--- src/rtl/pkt_dst_receiver.sv ---
// Destination endpoint of the router: buffers frames addressed to MY_ADDR and exposes only
// fully committed frames on the rx stream; malformed or oversize frames are rolled back.
module pkt_dst_receiver #(
    parameter logic [1:0] MY_ADDR = 2'b00,
    parameter int         DEPTH   = 16,
    parameter int         MAX_LEN = 8
) (
    input  logic       clk,
    input  logic       reset,
    input  logic       dst_valid,
    output logic       dst_ready,
    input  logic [1:0] dst_addr,
    input  logic [1:0] pack_t,
    input  logic [7:0] payload,
    input  logic       eop,
    output logic       ack,
    output logic       rx_valid,
    input  logic       rx_ready,
    output logic [7:0] rx_data,
    output logic       rx_ctrl,
    output logic       rx_last,
    output logic [7:0] frame_cnt,
    output logic [7:0] err_cnt
);
    localparam int AW = $clog2(DEPTH);
    localparam int PW = AW + 1;
    localparam int CW = $clog2(MAX_LEN + 1);

    localparam logic [1:0] T_CTRL = 2'b01;
    localparam logic [1:0] T_NULL = 2'b10;
    localparam logic [1:0] T_ILL  = 2'b11;

    typedef enum logic [1:0] {IDLE, RECV, DROP, ACK} state_t;

    state_t        state;
    logic [PW-1:0] wr_ptr, commit_ptr, rd_ptr;
    logic [CW-1:0] beat_cnt;
    logic [9:0]    mem [DEPTH];
    logic          full, beat, store, rd_fire;

    assign full     = (wr_ptr - rd_ptr) == PW'(DEPTH);
    assign rx_valid = commit_ptr != rd_ptr;
    assign rd_fire  = rx_valid && rx_ready;
    assign {rx_ctrl, rx_last, rx_data} = mem[rd_ptr[AW-1:0]];

    // NOTE: dst_ready gets a default before the case so no path can infer a latch.
    always_comb begin
        dst_ready = 1'b0;
        if (reset) begin
            case (state)
                IDLE, RECV: dst_ready = !full;
                DROP:       dst_ready = 1'b1;
                default:    dst_ready = 1'b0;
            endcase
        end
    end

    assign beat  = dst_valid && dst_ready;
    assign store = beat && !pack_t[1] &&
                   (state == RECV || (state == IDLE && dst_addr == MY_ADDR));

    function automatic logic [7:0] sat_inc(input logic [7:0] v);
        return (v == 8'hFF) ? v : v + 8'd1;
    endfunction

    // NOTE: the buffer is not reset; the pointers alone decide which entries are meaningful.
    always_ff @(posedge clk) begin
        if (store) mem[wr_ptr[AW-1:0]] <= {pack_t == T_CTRL, eop, payload};
    end

    // NOTE: non-blocking updates, so a later rollback of wr_ptr overrides the write increment.
    always_ff @(posedge clk or negedge reset) begin
        if (!reset) begin
            state      <= IDLE;
            wr_ptr     <= '0;
            commit_ptr <= '0;
            beat_cnt   <= '0;
            frame_cnt  <= '0;
            err_cnt    <= '0;
            ack        <= 1'b0;
        end else begin
            ack <= 1'b0;
            if (store) wr_ptr <= wr_ptr + 1'b1;
            case (state)
                IDLE: if (beat) begin
                    if (dst_addr != MY_ADDR) begin
                        if (!eop) state <= DROP;
                    end else if (pack_t == T_ILL) begin
                        err_cnt <= sat_inc(err_cnt);
                        if (!eop) state <= DROP;
                    end else if (pack_t != T_NULL) begin
                        beat_cnt <= CW'(1);
                        if (eop) begin
                            state <= ACK;
                            ack   <= 1'b1;
                        end else begin
                            state <= RECV;
                        end
                    end
                end
                RECV: if (beat) begin
                    if (pack_t == T_ILL) begin
                        wr_ptr  <= commit_ptr;
                        err_cnt <= sat_inc(err_cnt);
                        state   <= eop ? IDLE : DROP;
                    end else if (eop) begin
                        state <= ACK;
                        ack   <= 1'b1;
                    end else if (store) begin
                        // A frame that reaches MAX_LEN without eop can never be legal.
                        if (beat_cnt == CW'(MAX_LEN - 1)) begin
                            wr_ptr  <= commit_ptr;
                            err_cnt <= sat_inc(err_cnt);
                            state   <= DROP;
                        end else begin
                            beat_cnt <= beat_cnt + 1'b1;
                        end
                    end
                end
                DROP: if (beat && eop) state <= IDLE;
                ACK: begin
                    commit_ptr <= wr_ptr;
                    frame_cnt  <= sat_inc(frame_cnt);
                    state      <= IDLE;
                end
                default: state <= IDLE;
            endcase
        end
    end

    always_ff @(posedge clk or negedge reset) begin
        if (!reset)       rd_ptr <= '0;
        else if (rd_fire) rd_ptr <= rd_ptr + 1'b1;
    end
endmodule
--- config.mk ---
export PLATFORM = sky130hd
export DESIGN_NAME = pkt_dst_receiver
export DESIGN_NICKNAME = d
export VERILOG_FILES = /design/src/rtl/pkt_dst_receiver.sv
export SDC_FILE = /design/constraint.sdc
export NUM_CORES = 1
export LEC_CHECK = 0
export ABC_AREA = 0
export CELL_PAD_IN_SITES_DETAIL_PLACEMENT = 1
export CELL_PAD_IN_SITES_GLOBAL_PLACEMENT = 2
export CORE_MARGIN = 10
export CORE_UTILIZATION = 40
export DETAILED_ROUTE_END_ITERATION = 10
export GPL_TIMING_DRIVEN = 0
export PLACE_DENSITY_LB_ADDON = 0.1
export SYNTH_ARGS = -nofsm -noshare
export SYNTH_HDL_FRONTEND = slang
export SYNTH_SLANG_ARGS = --single-unit
export TNS_END_PERCENT = 50
--- constraint.sdc ---
create_clock -name clk -period 8.9 [get_ports clk]
set_clock_uncertainty 0.1 [all_clocks]
set_input_delay 0.89 -clock clk [delete_from_list [all_inputs] [get_ports clk]]
set_output_delay 0.89 -clock clk [all_outputs]
set_load 0.02 [all_outputs]
== Word level (Yosys, flattened, before mapping) ==
Memories as Yosys holds them, arrays and structs flattened.
Cells that the tools add are included.
Cells by class
  add/sub/neg operators: 6
  reductions and logical operators: 18
  equal/unequal tests: 28
  bitwise logic cells: 1
  mux-type cells: 53
Operators by type and width (number)
  $mux 8: 9
  $mux 4: 9
  $mux 5: 7
  $mux 2: 13
  $ne 2x2->1 const B: 10
  $add 8x1->8 const B: 2
  $eq 8x8->1 const B: 2
  $pmux 8 s2: 1
  $add 5x1->5 const B: 2
  $mux 1: 10
  $reduce_and 10->1: 1
  $pmux 2 s4: 1
  $pmux 4 s2: 1
  $reduce_and 8->1: 1
  $eq 2x2->1 const B: 3
  $logic_and 1x1->1: 6
  $ne 3x2->1 const B: 2
  $reduce_and 6->1: 1
  $eq 5x5->1 const B: 1
  $ne 5x5->1: 1
  $sub 5x5->5: 1
  $add 4x1->4 const B: 1
  $eq 2x1->1 const B: 2
  $eq 4x3->1 const B: 1
  13 further kinds: 18
Storage, ports and cells
  input bits: 17
  output and inout port bits: 29
  memories kept: 1
  memory bits (writable): 160
  logic and storage cells: 115
  register bits: 38
Memory list
  mem: words 16, width 10, rd ports 1, clocked after memory_dff 0, write ports 1, line 38  | logic [9:0] mem [DEPTH];

== Logic depth before layout (Yosys ltp) ==
Gate-level depths: netlist of the first run.
  depth in word-level cells: 15
  gate-level depth with buffers: 10
  gate-level depth less buffers: 8

== Worst setup path after synthesis of the first run ==
OpenSTA, ideal clock, no wires.
  kind: register to register
  from: register rd_ptr[3]
  to: memory mem[0][0], enable pin
  stages on the path, launching flop included: 9
  slack: 5.579 ns
  arrival: 2.831 ns
  clock period less this slack: 3.321 ns
  required time: 8.410 ns
  setup time: 0.390 ns
  path buffers: 1
  cell sequence: dfrtp_1 -> inv_1 -> clkbuf_1 -> ha_1 -> and3_1 -> o211ai_2 -> and3_4 -> nand2_1 -> nor3_1
Between the ends
  word-level cells in the longest chain between the ends: 10
Ends and longest elaborated chain
  start: declaration: line 36  | logic [PW-1:0] wr_ptr, commit_ptr, rd_ptr;
  start signal: assignment: line 133  | else if (rd_fire) rd_ptr <= rd_ptr + 1'b1;
  $sub 5x5->5: line 41  | assign full = (wr_ptr - rd_ptr) == PW'(DEPTH);
  $eq 5x5->1: line 41
  $logic_not 1->1: line 51  | IDLE, RECV: dst_ready = !full;
  $pmux 1 s2: line 50  | case (state)
  $mux 1: line 49  | if (reset) begin
  $logic_and 1x1->1: line 58  | assign beat = dst_valid && dst_ready;
  $logic_and 1x1->1 (2 in a row): line 59  | assign store = beat && !pack_t[1] &&
  $mux 1: line 68  | if (store) mem[wr_ptr[AW-1:0]] <= {pack_t == T_CTRL, eop, payload};
  $mux 1 (not written as such): line 68
  end: declaration: line 38
Every way passes these cells.

== Final worst setup path of the first run ==
  from: register rd_ptr[1]
  to: output dst_ready
Between the ends
  word-level cells in the longest chain between the ends: 5
Ends and longest elaborated chain
  $sub 5x5->5: line 41
  $eq 5x5->1: line 41
  $logic_not 1->1: line 51
  $pmux 1 s2: line 50
  $mux 1: line 49
  end: declaration: line 11  | output logic dst_ready,
Every way passes these cells.

==> results of run 1 <==
[critical path: cells and delay by family (launching register included)]
| family | cells | cell delay (ps) |
|---|---|---|
| buffers and inverters | 4 | 1830 |
| AND/OR/NAND/NOR | 3 | 570 |
| flip-flops | 1 | 360 |
| AO/OA/AOI/OAI | 1 | 320 |
| adder cells (fa/ha/maj) | 1 | 230 |
[power by group through the flow]
stage / sequential, W / clock (W) / combinational [W]
after floorplan: 0.00111 / 0 / 0.000564
after global placement: 0.00111 / 0 / 0.000880
after detailed placement: 0.00111 / 0 / 0.000899
after CTS: 0.00109 / 0.000771 / 0.000903
after global routing: 0.00109 / 0.000801 / 0.000952
final: 0.00109 / 0.000755 / 0.000882
[cells in the mapped netlist (all sizes together) (11+ instances only)]
| cell | number | area, µm² |
|---|---|---|
| clkbuf | 11 | 41.3 |
| dfrtp | 38 | 951 |
| edfxtp | 160 | 4800 |
| ha | 12 | 150 |
| mux4 | 50 | 1130 |
| nand2 | 24 | 90.1 |
| nand4 | 11 | 68.8 |
| nor2 | 18 | 67.6 |
| nor3 | 13 | 86.3 |
| xnor2 | 20 | 175 |
[state kept, by name, indices dropped and copies added, names as in the netlist, named ones only]
name,flops
mem,160
err_cnt,8
beat_cnt,4
ack,1
commit_ptr,5
state,2
rd_ptr,5
frame_cnt,8
wr_ptr,4
[worst paths after layout]
path / startpoint / endpoint
max: rd_ptr[1] / dst_ready
min: reset / beat_cnt[0]
max reg2reg: rd_ptr[1] / mem[12][9]
min reg2reg: err_cnt[5] / err_cnt[5]
max in group asynchronous: reset / rd_ptr[4]
min in group clk: err_cnt[5] / err_cnt[5]
[cell families after synthesis]
logic type / synth area share (%)
xor gates and xnor gates: 2.96
buffers and inverters: 1.31
AOI/OAI and AO/OA: 2.45
and+or+nand+nor: 6.93
DFF: 69.4
adders and majority gates: 1.81
muxes: 15.1
[cell type report]
class	count	area share [%]
multi-input cells	234	25.2
flip-flops and latches	198	59.0
clock buffers	17	4.36
plain buffers	21	0.885
clock inverters	15	1.58
inverters	6	0.231
well taps	270	3.46
repair buffers	50	5.23
[per-layer routing]
| layer | vias up | global-route usage, % | wire (µm) |
|---|---|---|---|
| met2 | 94 | 26.3 | 10300 |
| met4 | 0 | 3.82 | 240 |
| li1 | 1958 | - | - |
| met5 | - | 0 | 0 |
| met1 | 2370 | 21.5 | 9360 |
| met3 | 18 | 2.73 | 718 |
[through the flow]
stage / hold slack (ps) / instances / total power [W] / utilization, % / setup slack, ps
CTS: 272 / 811 / 0.00276 / 48.0 / 4130
floorplan: 378 / 459 / 0.00167 / - / 5580
detailed placement: 388 / 779 / 0.00201 / 45.1 / 4310
global route: 283 / 811 / 0.00285 / 48.0 / 3960
global placement: 377 / 774 / 0.00199 / 44.7 / 3010
finish: 273 / 811 / 0.00272 / 48.0 / 4150
==> flow_metrics.env, run 1 <==
export IMPL_status="finished clean"
export IMPL_via_per_inst=5.47
export IMPL_slowest_stage="buf_1"
export IMPL_maxCapViolCount=0
export IMPL_cts_setup_buffers=0
export IMPL_yosysUniqueCellTypes=47
export IMPL_power_density_mw_per_mm2=279
export IMPL_criticalPathCategory="reg2out"
export IMPL_ys_ff_latch=198
export IMPL_tns_ps=0
export IMPL_cts_tree="yes"
export IMPL_worstPathArrival_ps=3760
export IMPL_fp_dieW_um=164
export IMPL_synth_async_reset_ratio_pct=19.2
export IMPL_syn2layout_area_growth_pct=17.7
export IMPL_r2r_cells=10
export IMPL_power_frac_seq_pct=39.9
export IMPL_rsz0062_at_grt="no"
export IMPL_clockBufferDepth=2
export IMPL_drv_slew=0
export IMPL_htree_num_levels=4
export IMPL_die_area_mm2=0.0269
export IMPL_ir_drop_mv=0.168
export IMPL_hold_buffers=0
export IMPL_crit_chain="clkbuf_1 > buf_1 > inv_1 > ha_1 > nand2b_1 > and3_1 > o211ai_2 > and3_1 > clkdlybuf4s50_1"
export IMPL_syn_instance_count=459
export IMPL_slowest_delay_ps=680
export IMPL_io_pins=46
export IMPL_hp_class="in2async"
export IMPL_start_util_pct=40.8
export IMPL_placed_area_mm2=0.00916
export IMPL_p_switching_w=0.000888
export IMPL_place_gp_congestion=0.765
export IMPL_drive_gt1_share_pct=22.4
export IMPL_root_buffer="clkbuf_16"
export IMPL_die_y_um=164
export IMPL_track_usage_pct=15.9
export IMPL_wl_per_cell_um=25.4
export IMPL_ff2ff_setup_slack_ps=4420
export IMPL_seq_area_frac_synth_pct=69.4
export IMPL_start_kind="flip-flop"
export IMPL_finalCritPeriodShare_pct=53.4
export IMPL_drtPass1Iterations=4
export IMPL_core_mm2=0.0203
export IMPL_synth_net_count=488
export IMPL_insertion_delay_ps=430
export IMPL_grt_remaining_overflow=0
export IMPL_seqCellArea_mm2=0.00576
export IMPL_nets=557
export IMPL_min_period_ps=4750
export IMPL_grt_max_degree=29
export IMPL_leakage_nw=3.31
export IMPL_first_global_vias=4930
export IMPL_final_area_mm2=0.00975
export IMPL_mostFrequentLayoutCells="160 x edfxtp_1, 50 x mux4_2, 44 x clkdlybuf4s50_1, 38 x dfrtp_1, 24 x nand2_1"
export IMPL_rows=52
export IMPL_cts_sinks=198
export IMPL_ant_nets=0
export IMPL_avgSynthCellArea_um2=18.1
export IMPL_power_internal_w=0.00183
export IMPL_multi_input_area_mm2=0.00246
export IMPL_ys_flop_type="edfxtp_1"
export IMPL_cp_max_fo=10
export IMPL_required_ps=7910
export IMPL_insertedDiodeCount=0
export IMPL_tightest_slew_ps=1330
export IMPL_critPathMostFrequentCell="and3_1"
export IMPL_num_vias=4440
export IMPL_yosysWarningCount=0
export IMPL_swShare_pct=32.6
export IMPL_place_port_buffers=45
export IMPL_drc_errors=0
export IMPL_grt_first_pass_wirelength_um=31600
export IMPL_fmax_mhz=210
export IMPL_clk_pin_slew_ps=80
export IMPL_relSlewSlack_pct=10.7
export IMPL_numCtsBuffers=17
export IMPL_drt_iter0_drc=324
export IMPL_mostFrequentLayoutCell="edfxtp_1"
export IMPL_n_fill_cell=1964
export IMPL_hold_viol_final=0
export IMPL_routed_wl_um=20600
export IMPL_dp_hpwl_um=13500
export IMPL_netlist_area_mm2=0.00829
export IMPL_combPwrFrac_pct=32.4
export IMPL_finalSetupViolCount=0
export IMPL_cts_resized=0
export IMPL_antenna_found_initial=0
export IMPL_critPathCaptureType="primary output"
export IMPL_synth_edf_count=160
export IMPL_pwr_share_clk_pct=27.7
No activity file was read; power rests on OpenSTA's default activity.
==> run 2, diff against run 1 <==
- clock period: 8.9 -> 4 ns (I/O delays scaled with it)
==> run 2 against run 1 <==
Net effect: first-iteration DRC count fell by 12%; global-route usage is essentially flat; power increased by 120%; highest routed layer unchanged.
==> flow_metrics.env, run 2 (same netlist as run 1, synthesis figures left out) <==
export IMPL_criticalPathCategory="reg2out"
export IMPL_num_vias=4396
export IMPL_largest_reg_flops=160
export IMPL_ant_nets=0
export IMPL_rsz0062_at_grt="yes"
export IMPL_mostFrequentLayoutCells="160 x edfxtp_1, 50 x mux4_2, 44 x clkdlybuf4s50_1, 38 x dfrtp_1, 24 x nand2_1"
export IMPL_io_pins=46
export IMPL_die_area_mm2=0.0269
export IMPL_insertion_delay_ps=420
export IMPL_clk_pin_slew_ps=80
export IMPL_placed_area_mm2=0.00916
export IMPL_dp_hpwl_um=13500
export IMPL_hp_class="in2async"
export IMPL_fmax_mhz=259
export IMPL_syn2layout_area_growth_pct=18.4
export IMPL_finalCritPeriodShare_pct=96.5
export IMPL_status="finished clean"
export IMPL_swShare_pct=32.5
export IMPL_critPathCaptureType="primary output"
export IMPL_relSlewSlack_pct=23.6
export IMPL_hold_viol_final=0
export IMPL_insertedDiodeCount=0
export IMPL_required_ps=3500
export IMPL_clockBufferDepth=2
export IMPL_drt_iter0_drc=284
export IMPL_nets=557
export IMPL_leakage_nw=3.33
export IMPL_numCtsBuffers=17
export IMPL_min_period_ps=3860
export IMPL_layout_setup_ws_ps=138
export IMPL_power_frac_seq_pct=40.1
export IMPL_antenna_found_initial=0
export IMPL_power_internal_w=0.00409
export IMPL_wl_per_cell_um=25.3
export IMPL_start_kind="flip-flop"
export IMPL_first_global_vias=4946
export IMPL_drtPass1Iterations=5
export IMPL_worstPathArrival_ps=3360
export IMPL_place_port_buffers=45
export IMPL_drive_gt1_share_pct=24.2
export IMPL_track_usage_pct=15.9
export IMPL_combPwrFrac_pct=32.2
export IMPL_routed_wl_um=20500
export IMPL_start_util_pct=40.8
export IMPL_mostFrequentLayoutCell="edfxtp_1"
export IMPL_pre_cts_slack_ps=-585
export IMPL_p_switching_w=0.00197
export IMPL_root_buffer="clkbuf_16"
export IMPL_die_y_um=164
export IMPL_maxCapViolCount=0
export IMPL_drc_errors=0
export IMPL_power_density_mw_per_mm2=617
export IMPL_cts_tree="yes"
export IMPL_htree_num_levels=4
export IMPL_tns_ps=0
export IMPL_via_per_inst=5.42
export IMPL_pwr_share_clk_pct=27.7
export IMPL_place_gp_congestion=0.765
export IMPL_finalSetupViolCount=0
export IMPL_final_area_mm2=0.00982
export IMPL_rows=52
export IMPL_cp_max_fo=10
export IMPL_tightest_slew_ps=1140
export IMPL_ir_drop_mv=0.416
export IMPL_grt_first_pass_wirelength_um=31700
export IMPL_grt_remaining_overflow=0
export IMPL_fp_dieW_um=164
export IMPL_core_mm2=0.0203
export IMPL_grt_max_degree=29
export IMPL_r2r_cells=10
export IMPL_drv_slew=0
export IMPL_finalCoreUtilization_pct=48.4
export IMPL_cts_sinks=198
==> run 2: changes by cell type in the layout (fill, tap and decap cells not counted), sizes merged <==
cell | previous run | this run
dlygate4sd3 | 0 | 1
clkbuf | 28 | 29
buf | 16 | 14
==> run 2: repair_timing <==
item	in CTS	in global routing
hold buffers	1	0
endpoints found under the setup margin	145	50
resized for setup	21	5
gates cloned	0	0
setup buffers	0	0
endpoints found under the hold margin	13	0
==> run 2: critical path, cell delays in order, from the launching register on <==
cell and delay [ps]:
dfrtp_1 400, clkbuf_1 370, buf_2 480, mux4_2 570, mux4_2 520, clkdlybuf4s50_1 590
==> run 2: power by group through the flow <==
| stage | Combinational (W) | Sequential (W) | Clock [W] |
|---|---|---|---|
| finish | 0.00195 | 0.00243 | 0.00168 |
| global route | 0.00211 | 0.00245 | 0.00178 |
| CTS | 0.00202 | 0.00242 | 0.00172 |
| detailed placement | 0.00200 | 0.00246 | 0 |
| global placement | 0.00196 | 0.00246 | 0 |
| floorplan | 0.00125 | 0.00246 | 0 |
==> run 2: worst paths after layout <==
path / slack (ps) / to / startpoint
max: 140 / rx_data[6] / rd_ptr[0]
min: 320 / err_cnt[4] / reset
max reg2reg: 210 / mem[1][0] / rd_ptr[2]
min reg2reg: 400 / err_cnt[5] / err_cnt[5]
max in group asynchronous: 3010 / rd_ptr[4] / reset
min in group clk: 400 / err_cnt[5] / err_cnt[5]
==> run 2: area by class of cell <==
| cell class | count | area (µm²) |
|---|---|---|
| fill | 1956 | 10500 |
| sequential | 198 | 5760 |
| multi-input combinational | 234 | 2510 |
| timing repair buffer | 51 | 520 |
| clock buffer | 17 | 425 |
| tap | 270 | 338 |
| clock inverter | 15 | 154 |
| buffer | 20 | 95.1 |
| inverter | 6 | 22.5 |
==> run 2: layer usage <==
layer | GRT usage (%) | wire length, µm
met1 | 21.4 | 8860
met2 | 26.6 | 10500
met3 | 2.73 | 1040
met4 | 3.53 | 103
met5 | 0 | 0
==> run 2: per-stage QoR <==
stage / std cells / power, W / hold WS (ps)
floorplan: 459 / 0.00371 / 4.41
global placement: 774 / 0.00442 / 377
detailed placement: 779 / 0.00446 / 241
CTS: 812 / 0.00615 / 323
global route: 811 / 0.00634 / 360
finish: 811 / 0.00605 / 323
